===== config.mk =====
export PLATFORM = sky130hd
export DESIGN_NAME = if_id
export DESIGN_NICKNAME = d
export VERILOG_FILES = /design/src/rtl/if_id.sv
export SDC_FILE = /design/constraint.sdc
export NUM_CORES = 1
export LEC_CHECK = 0
export BUFFER_PORTS_ARGS = -buffer_cell sky130_fd_sc_hd__buf_2
export CORE_UTILIZATION = 50
export CTS_BUF_LIST = sky130_fd_sc_hd__clkbuf_16
export CTS_CLUSTER_DIAMETER = 200
export DETAILED_ROUTE_END_ITERATION = 8
export PLACE_DENSITY = 0.75
export SKIP_CTS_REPAIR_TIMING = 1
export SYNTH_ARGS = -nofsm -noshare
export SYNTH_HDL_FRONTEND = slang
export SYNTH_SLANG_ARGS = --single-unit

===== constraint.sdc =====
create_clock -name clk -period 10.7 [get_ports clk]
set_input_delay 1.605 -clock clk [delete_from_list [all_inputs] [get_ports clk]]
set_output_delay 1.605 -clock clk [all_outputs]
set_load 0.01 [all_outputs]

===== src/rtl/if_id.sv =====
// -----------------------------------------------------------------------------
// if_id : instruction buffer between fetch and decode.
//
// A 2-entry FIFO of {instruction, address} pairs. Fetch pushes words while
// the buffer has room; decode consumes the head unless it is stalled. A taken
// jump from execute empties the buffer in one edge, and the word presented by
// fetch in that same cycle is dropped.
//
// When the buffer is empty the outputs present a NOP (addi x0,x0,0) at address
// 0 with inst_valid_o low, so decode always sees a harmless instruction.
//
// Optional feature (macro IF_ID_BYPASS_EN):
//   While the buffer is empty, a valid incoming word is shown on the outputs
//   in the same cycle. If decode is not stalled, the word is consumed straight
//   from the input and never stored. If decode is stalled, the word is stored
//   as usual. Without the macro, every word takes one edge to reach decode.
//
// Ports:
//   clk           in   1   clock, rising edge
//   rst           in   1   asynchronous reset, active high
//   inst_i        in  32   fetched instruction
//   inst_addr_i   in  32   address of inst_i
//   inst_valid_i  in   1   fetch presents a valid instruction
//   inst_ready_o  out  1   buffer accepts a word this cycle (count != 2)
//   hold_flag_i   in   1   decode stalled, head is not consumed
//   jump_flag_i   in   1   taken jump/branch, flush all entries
//   inst_o        out 32   head instruction to decode
//   inst_addr_o   out 32   head instruction address to decode
//   inst_valid_o  out  1   head entry valid
//   level_o       out  2   occupancy, 0..2
// -----------------------------------------------------------------------------
module if_id (
    input  logic        clk,
    input  logic        rst,
    input  logic [31:0] inst_i,
    input  logic [31:0] inst_addr_i,
    input  logic        inst_valid_i,
    output logic        inst_ready_o,
    input  logic        hold_flag_i,
    input  logic        jump_flag_i,
    output logic [31:0] inst_o,
    output logic [31:0] inst_addr_o,
    output logic        inst_valid_o,
    output logic [1:0]  level_o
);

    localparam logic [31:0] NOP = 32'h0000_0013;

    typedef struct packed {
        logic [31:0] inst;
        logic [31:0] addr;
    } entry_t;

    localparam entry_t EMPTY_ENTRY = '{inst: NOP, addr: 32'h0};

    entry_t     mem [2];
    entry_t     head;
    entry_t     in_entry;
    logic       wr_ptr;
    logic       rd_ptr;
    logic [1:0] count;

    logic       full;
    logic       empty;
    logic       push;
    logic       pop;
    logic       bypass;       // outputs show the input word this cycle
    logic       bypass_take;  // decode consumes the input word directly

    assign full     = (count == 2'd2);
    assign empty    = (count == 2'd0);
    assign in_entry = '{inst: inst_i, addr: inst_addr_i};
    assign head     = mem[rd_ptr];

    // Ready depends on registered occupancy only. A pop in the same cycle does
    // not make room, so a full buffer always refuses the incoming word.
    assign inst_ready_o = ~full;

`ifdef IF_ID_BYPASS_EN
    // Gated with rst so that the reset output values hold even when fetch
    // is driving a valid word during reset.
    assign bypass      = empty & inst_valid_i & ~jump_flag_i & ~rst;
    assign bypass_take = bypass & ~hold_flag_i;
`else
    assign bypass      = 1'b0;
    assign bypass_take = 1'b0;
`endif

    // A word that decode takes straight from the input is not stored.
    assign push = inst_valid_i & ~full & ~jump_flag_i & ~bypass_take;

    // Pop only stored entries. A bypassed word is never in storage.
    assign pop  = ~empty & ~hold_flag_i & ~jump_flag_i;

    // -------------------------------------------------------------------------
    // State: pointers, occupancy and storage
    // -------------------------------------------------------------------------
    always_ff @(posedge clk or posedge rst) begin
        if (rst) begin
            count  <= 2'd0;
            wr_ptr <= 1'b0;
            rd_ptr <= 1'b0;
            mem[0] <= EMPTY_ENTRY;
            mem[1] <= EMPTY_ENTRY;
        end else if (jump_flag_i) begin
            // Flush wins over push and pop. The storage is left as it is,
            // because count == 0 masks it at the outputs.
            count  <= 2'd0;
            wr_ptr <= 1'b0;
            rd_ptr <= 1'b0;
        end else begin
            if (push) begin
                mem[wr_ptr] <= in_entry;
                wr_ptr      <= ~wr_ptr;
            end
            if (pop) begin
                rd_ptr <= ~rd_ptr;
            end
            unique case ({push, pop})
                2'b10:   count <= count + 2'd1;
                2'b01:   count <= count - 2'd1;
                default: count <= count;  // idle, or push and pop together
            endcase
        end
    end

    // -------------------------------------------------------------------------
    // Outputs to decode
    // -------------------------------------------------------------------------
    always_comb begin
        inst_o       = NOP;
        inst_addr_o  = 32'h0;
        inst_valid_o = 1'b0;
        if (bypass) begin
            inst_o       = inst_i;
            inst_addr_o  = inst_addr_i;
            inst_valid_o = 1'b1;
        end else if (!empty) begin
            inst_o       = head.inst;
            inst_addr_o  = head.addr;
            inst_valid_o = 1'b1;
        end
    end

    assign level_o = count;

    // -------------------------------------------------------------------------
    // Invariants
    // -------------------------------------------------------------------------
    // With two entries and 1-bit pointers, the pointers are equal exactly when
    // the buffer is empty or full.
    a_count_range: assert property (@(posedge clk) disable iff (rst)
        count != 2'd3);
    a_ptr_consistent: assert property (@(posedge clk) disable iff (rst)
        (wr_ptr == rd_ptr) == (count == 2'd0 || count == 2'd2));
    a_no_push_when_full: assert property (@(posedge clk) disable iff (rst)
        full |-> !push);

endmodule


==> metrics, run 1 <==
RSZ-0062 raised after global routing=no; post-synthesis sequential area ratio=0.537; Cell Rows=40; grt ovf=0; worst vdd ir=128 uV; initial core utilization=0.513; placed instance count=700; Hold Violations, Final=0; Post-Syn Area per Cell=approximately 14 um^2; Synth Net Count=507; Max Root-Sink Buffers=2; Yosys warning total=0; number of global-route vias before repair=just over 4000; Worst EP arrival=about 2.3 ns; worst-path fanout max=37; fraction of final layout cells sized beyond drive strength 1=0.526; drt first-iter violations=230; CP Capture Type=primary output; worst path buffer plus inverter count=3; max_cap viols=0; Syn Inst Count=approximately 440; critical path class=flip-flop to primary output; initial antenna violation count=0; largest net degree at the start of global routing=85; Synth async-reset ratio=1.00; share of the synthesized area in the top cell type=0.511; Max-slew headroom=0.209; Setup violations, final=0; Main synth FF type=dfrtp_1; Max Slew Vio Count=0; CTS Buf Count=17; crit path cell chain=nor2_4 -> buf_4 -> inv_1 -> nand2_1 -> buf_2; via count=between 3000 and 4000; TritonCTS clock tree=done; max incr delay on CP=~0.56 ns; post-route ant nets=0; Mapped Area=6170 um^2; diodes inserted=0; Final HPWL DP=7730 um; first-pass GRT wire length=20400 um; DR pass1 iterations=4; worst hold path class=flip-flop to flip-flop; Critical Path RT=9.10 ns; Commonest cells post-synth=dfrtp_1, mux2_2, mux2i_1, nor2_1, mux2_4; fmax=0.255 GHz; hold slack=0.502 ns; status=finished clean; Distinct cells, synth=22; Power Dens Cells=209 nW/um^2; Die Y=113 um; htree depth=4; drt drc=0; Area Growth Syn to Fin=21.6%; Finished Layout Cells=732; Clk Latency, worst-skew pair=0.41 ns; clk_skew=0.00525 ns; I/O pin count=between 100 and 150; leading post-synthesis cells by cell area=dfrtp_1, mux2_4, mux2_2; Pleak=3.57 nW; delay-heaviest family, CP=buffers and inverters; number of synthesized flops with an enable pin=0; Root Driver=clkbuf_16; # port buffers=136; CTS clk-pin slew, worst paths=0.05 ns; Final nets=roughly 640; Slew @ Worst Pin=around 1.2 ns; die width=113 um; synthesis-stage register bit count=approximately 130; Routed wire per std cell=between 15 and 20 um; Sink Count=132; RePlAce Congestion=~0.7; Die Area=12800 um^2; crit path time final=3.92 ns; Total GRT Usage=0.208; Worst path slowest cell=nor2_4; Yosys top cell by area=dfrtp_1; setup_tns=0 ns; Tcrit/Tclk final=0.366; DR vias/cell=5.25; most common cell in the synthesized netlist=dfrtp_1; drt total wl=around 12000 um; core area=12000 um^2; Worst Setup Start Kind=flip-flop
-- cell usage in the layout, fill, tap and decap left out --
cell / instances
or3_1: 2
dfrtp_1: 125
o21ai_0: 3
dfrtp_4: 1
buf_4: 5
mux2_2: 68
nor2_1: 62
a21oi_1: 3
nand2_1: 4
clkbuf_16: 17
inv_1: 5
nor4_4: 1
clkinv_2: 7
nor2_4: 1
or2b_1: 1
and2b_4: 1
buf_2: 136
inv_4: 1
clkinv_1: 2
clkinvlp_4: 1
a211o_1: 1
mux2i_1: 64
nand3_1: 2
a31oi_1: 1
dfstp_2: 6
nand4b_1: 1
bufinv_16: 3
mux2_4: 60
and3b_1: 1
-- flip-flops by register name, summed over array words and instances (netlist names) --
register  flops
wr_ptr        1
level_o       2
rd_ptr        1
mem         128
-- power by group --
group / switching [mW] / internal (mW) / leakage (nW)
logic: 0.122 / 0.187 / 1.71
registers: 0.0729 / 0.624 / 1.57
clock network: 0.204 / 0.359 / 0.293
total: 0.399 / 1.17 / 3.57
-- routing by layer --
metal / wire (um) / track usage
met2: 5880 / 0.330
met3: 672 / 0.0627
met5: 0 / 0
met1: 5670 / 0.269
met4: 178 / 0.0816
-- metrics by stage --
stage               power [mW]  utilization  setup WS, ns  area (um^2)
floorplan                0.919            -          5.58         6170
global placement         0.996        0.576          7.26         6920
detailed placement        1.01        0.576          7.19         6920
CTS                       1.58        0.624          6.74         7500
global route              1.65        0.624          6.61         7500
finish                    1.57        0.624          6.78         7500
-- cell families (layout without fill, tap and decap cells) --
group | Yosys count | after routing | synth area share
AO/OA/AOI/OAI | 8 | 8 | 0.00730
buffers and inverters | 30 | 177 | 0.0280
flip-flops | 132 | 132 | 0.537
multiplexers | 192 | 192 | 0.374
AND/OR/NAND/NOR | 76 | 76 | 0.0536
-- cell type report --
cell class                 count  area, um^2
fill                         950        4510
sequential                   132        3310
multi-input combinational    276        2690
timing repair buffer         141         718
clock buffer                  17         425
tap                          147         184
clock inverter                15         148
inverter                       4        17.5
-- worst paths after layout --
| path | from | to | slack [ns] | depth (start not counted) |
|---|---|---|---|---|
| max | level_o[1] | inst_o[4] | 6.78 | 5 |
| min | mem[47] | mem[47] | 0.50 | 1 |
| max reg2reg | level_o[0] | mem[17] | 8.49 | 5 |
| min reg2reg | mem[47] | mem[47] | 0.50 | 1 |
| max in group asynchronous | rst | rd_ptr | 7.84 | 3 |
| min in group asynchronous | rst | mem[56] | 1.29 | 2 |
Power figures use the tool's default switching activity.
==> inputs of run 2 (changes only) <==
Clock period 10.7 ns to 3.65 ns, I/O delays scaled along.
==> metrics, run 2 (synthesis results as in run 1) <==
status=finished clean (unchanged); CP Capture Type=primary output (unchanged); I/O pin count=137 (unchanged); max_cap viols=0 (unchanged); Critical Path RT=3.10 ns (was 9.10 ns); commonest non-fill, non-tap cell in the layout=buf_2 (unchanged); critical path class=flip-flop to primary output (unchanged); Hold Violations, Final=0 (unchanged); Slew @ Worst Pin=1.19 ns (about the same); Max Slew Vio Count=0 (unchanged); Filler cells=934 (was 950); Root Driver=clkbuf_16 (unchanged); most frequent cells in the layout=buf_2, dfrtp_1, mux2_2 (unchanged); met2 WL post-DR=5870 um (was 5880 um); setup_tns=0 ns (unchanged); Cell Rows=40 (unchanged); TritonCTS clock tree=done (unchanged); RSZ-0062 raised after global routing=no (unchanged); Die Area=12800 um^2 (unchanged); worst hold path class=primary input to async pin (was flip-flop to flip-flop); die width=113 um (unchanged); Final nets=645 (was 641); # port buffers=136 (unchanged); Power Dens Cells=621 nW/um^2 (was 209 nW/um^2); Sink Count=132 (unchanged); Final HPWL DP=8100 um (was 7730 um); routed length on met3=771 um (was 672 um); CTS Buf Count=17 (unchanged); via count=3870 (was 3846); fraction of final layout cells sized beyond drive strength 1=0.535 (was 0.526); r2r setup slk=1.58 ns (was 8.49 ns); drt first-iter violations=201 (was 230); crit path time final=2.79 ns; post-route ant nets=0 (unchanged); fmax=0.358 GHz; largest net degree at the start of global routing=67 (was 85); Tcrit/Tclk final=0.765; RePlAce Congestion=0.744 (was 0.705); RR Endpoint=mem[82] (was mem[17]); Reg-to-Reg Start=level_o[0] (unchanged); DR pass1 iterations=4 (unchanged); drt drc=0 (unchanged); worst vdd ir=396 uV (was 128 uV); Clk Latency, worst-skew pair=0.41 ns (about the same); clk_skew=0.00704 ns (was 0.00525 ns); drt total wl=12500 um (was 12400 um); wire length on met1=5600 um (was 5670 um); Die Y=113 um (unchanged); Pleak=3.58 nW (was 3.57 nW); hold slack=0.361 ns (was 0.502 ns); htree depth=4 (unchanged); worst-path fanout max=66 (was 37); largest reg by FF count=mem (unchanged); max reg flops=128 (unchanged); first-pass GRT wire length=20700 um (was 20400 um); Max-slew headroom=0.208 (was 0.209); CTS clk-pin slew, worst paths=0.06 ns (was 0.05 ns); core area=12000 um^2 (unchanged); Area Growth Syn to Fin=23.1% (was 21.6%); Setup violations, final=0 (unchanged); reg2reg path depth=4 (was 5); DR vias/cell=5.24 (was 5.25); number of global-route vias before repair=4194 (was 4032); initial core utilization=0.513 (unchanged); initial antenna violation count=0 (unchanged); Worst EP arrival=2.24 ns (was 2.31 ns); Total GRT Usage=0.212 (was 0.208); grt ovf=0 (unchanged); Routed wire per std cell=16.9 um (about the same); Worst Setup Start Kind=flip-flop (unchanged); Max Root-Sink Buffers=2 (unchanged); DR top layer=met4 (unchanged)
## run 2: changes by cell type in the layout (fill, tap and decap cells not counted)
| cell | before | now |
|---|---|---|
| bufinv_16 | 3 | 4 |
| clkinv_2 | 7 | 4 |
| buf_12 | 0 | 1 |
| buf_4 | 5 | 8 |
| clkinvlp_4 | 1 | 7 |
| inv_1 | 5 | 3 |
| inv_4 | 1 | 0 |
| diode_2 | 0 | 2 |
| clkinv_1 | 2 | 1 |
## run 2: how the worst max path moves through the flow
stage	cells after the start	to	slack (ns)	from
after floorplan	1	level_o[0]	1.47	rst
after global placement	3	inst_o[23]	1.29	rd_ptr
after detailed placement	3	inst_o[23]	1.29	rd_ptr
after CTS	3	inst_o[23]	0.84	rd_ptr
after global routing	3	inst_o[23]	0.73	rd_ptr
final	3	inst_addr_o[28]	0.86	rd_ptr
## run 2: final cells by class
cell class,count,area (um^2),share of cell area
flip-flops and latches,132,3310,0.437
multi-input cells,276,2690,0.355
repair buffers,145,761,0.100
clock buffers,17,425,0.0561
clock inverters,15,189,0.0249
well taps,147,184,0.0242
inverters,4,18.8,0.00247
diodes,2,5.00,0.000660
## run 2: critical path: stages (launching register included)
cell and delay [ns]:
dfrtp_4 1.20, mux2i_1 0.20, nor2_1 0.19, buf_2 0.16
## run 2: layer usage
metal | up-vias | GRT usage
met3 | 22 | 0.0798
met1 | 1927 | 0.267
met2 | 108 | 0.331
met4 | 0 | 0.0825
met5 | - | 0
li1 | 1813 | -
## run 2: stage by stage
stage	instance area [um^2]	instances	utilization	setup WS [ns]	power (mW)
2_1_floorplan	6170	438	-	1.47	2.69
3_3_place_gp	6970	704	0.580	1.29	2.93
3_5_place_dp	6970	704	0.580	1.29	2.98
4_1_cts	7580	736	0.631	0.843	4.76
5_1_grt	7580	736	0.631	0.725	4.95
6_report	7590	738	0.632	0.858	4.71
## run 2: power breakdown
group | total [mW] | switching, mW | internal [mW]
registers | 2.04 | 0.213 | 1.83
clock network | 1.77 | 0.634 | 1.13
logic | 0.906 | 0.354 | 0.552
total | 4.71 | 1.20 | 3.51
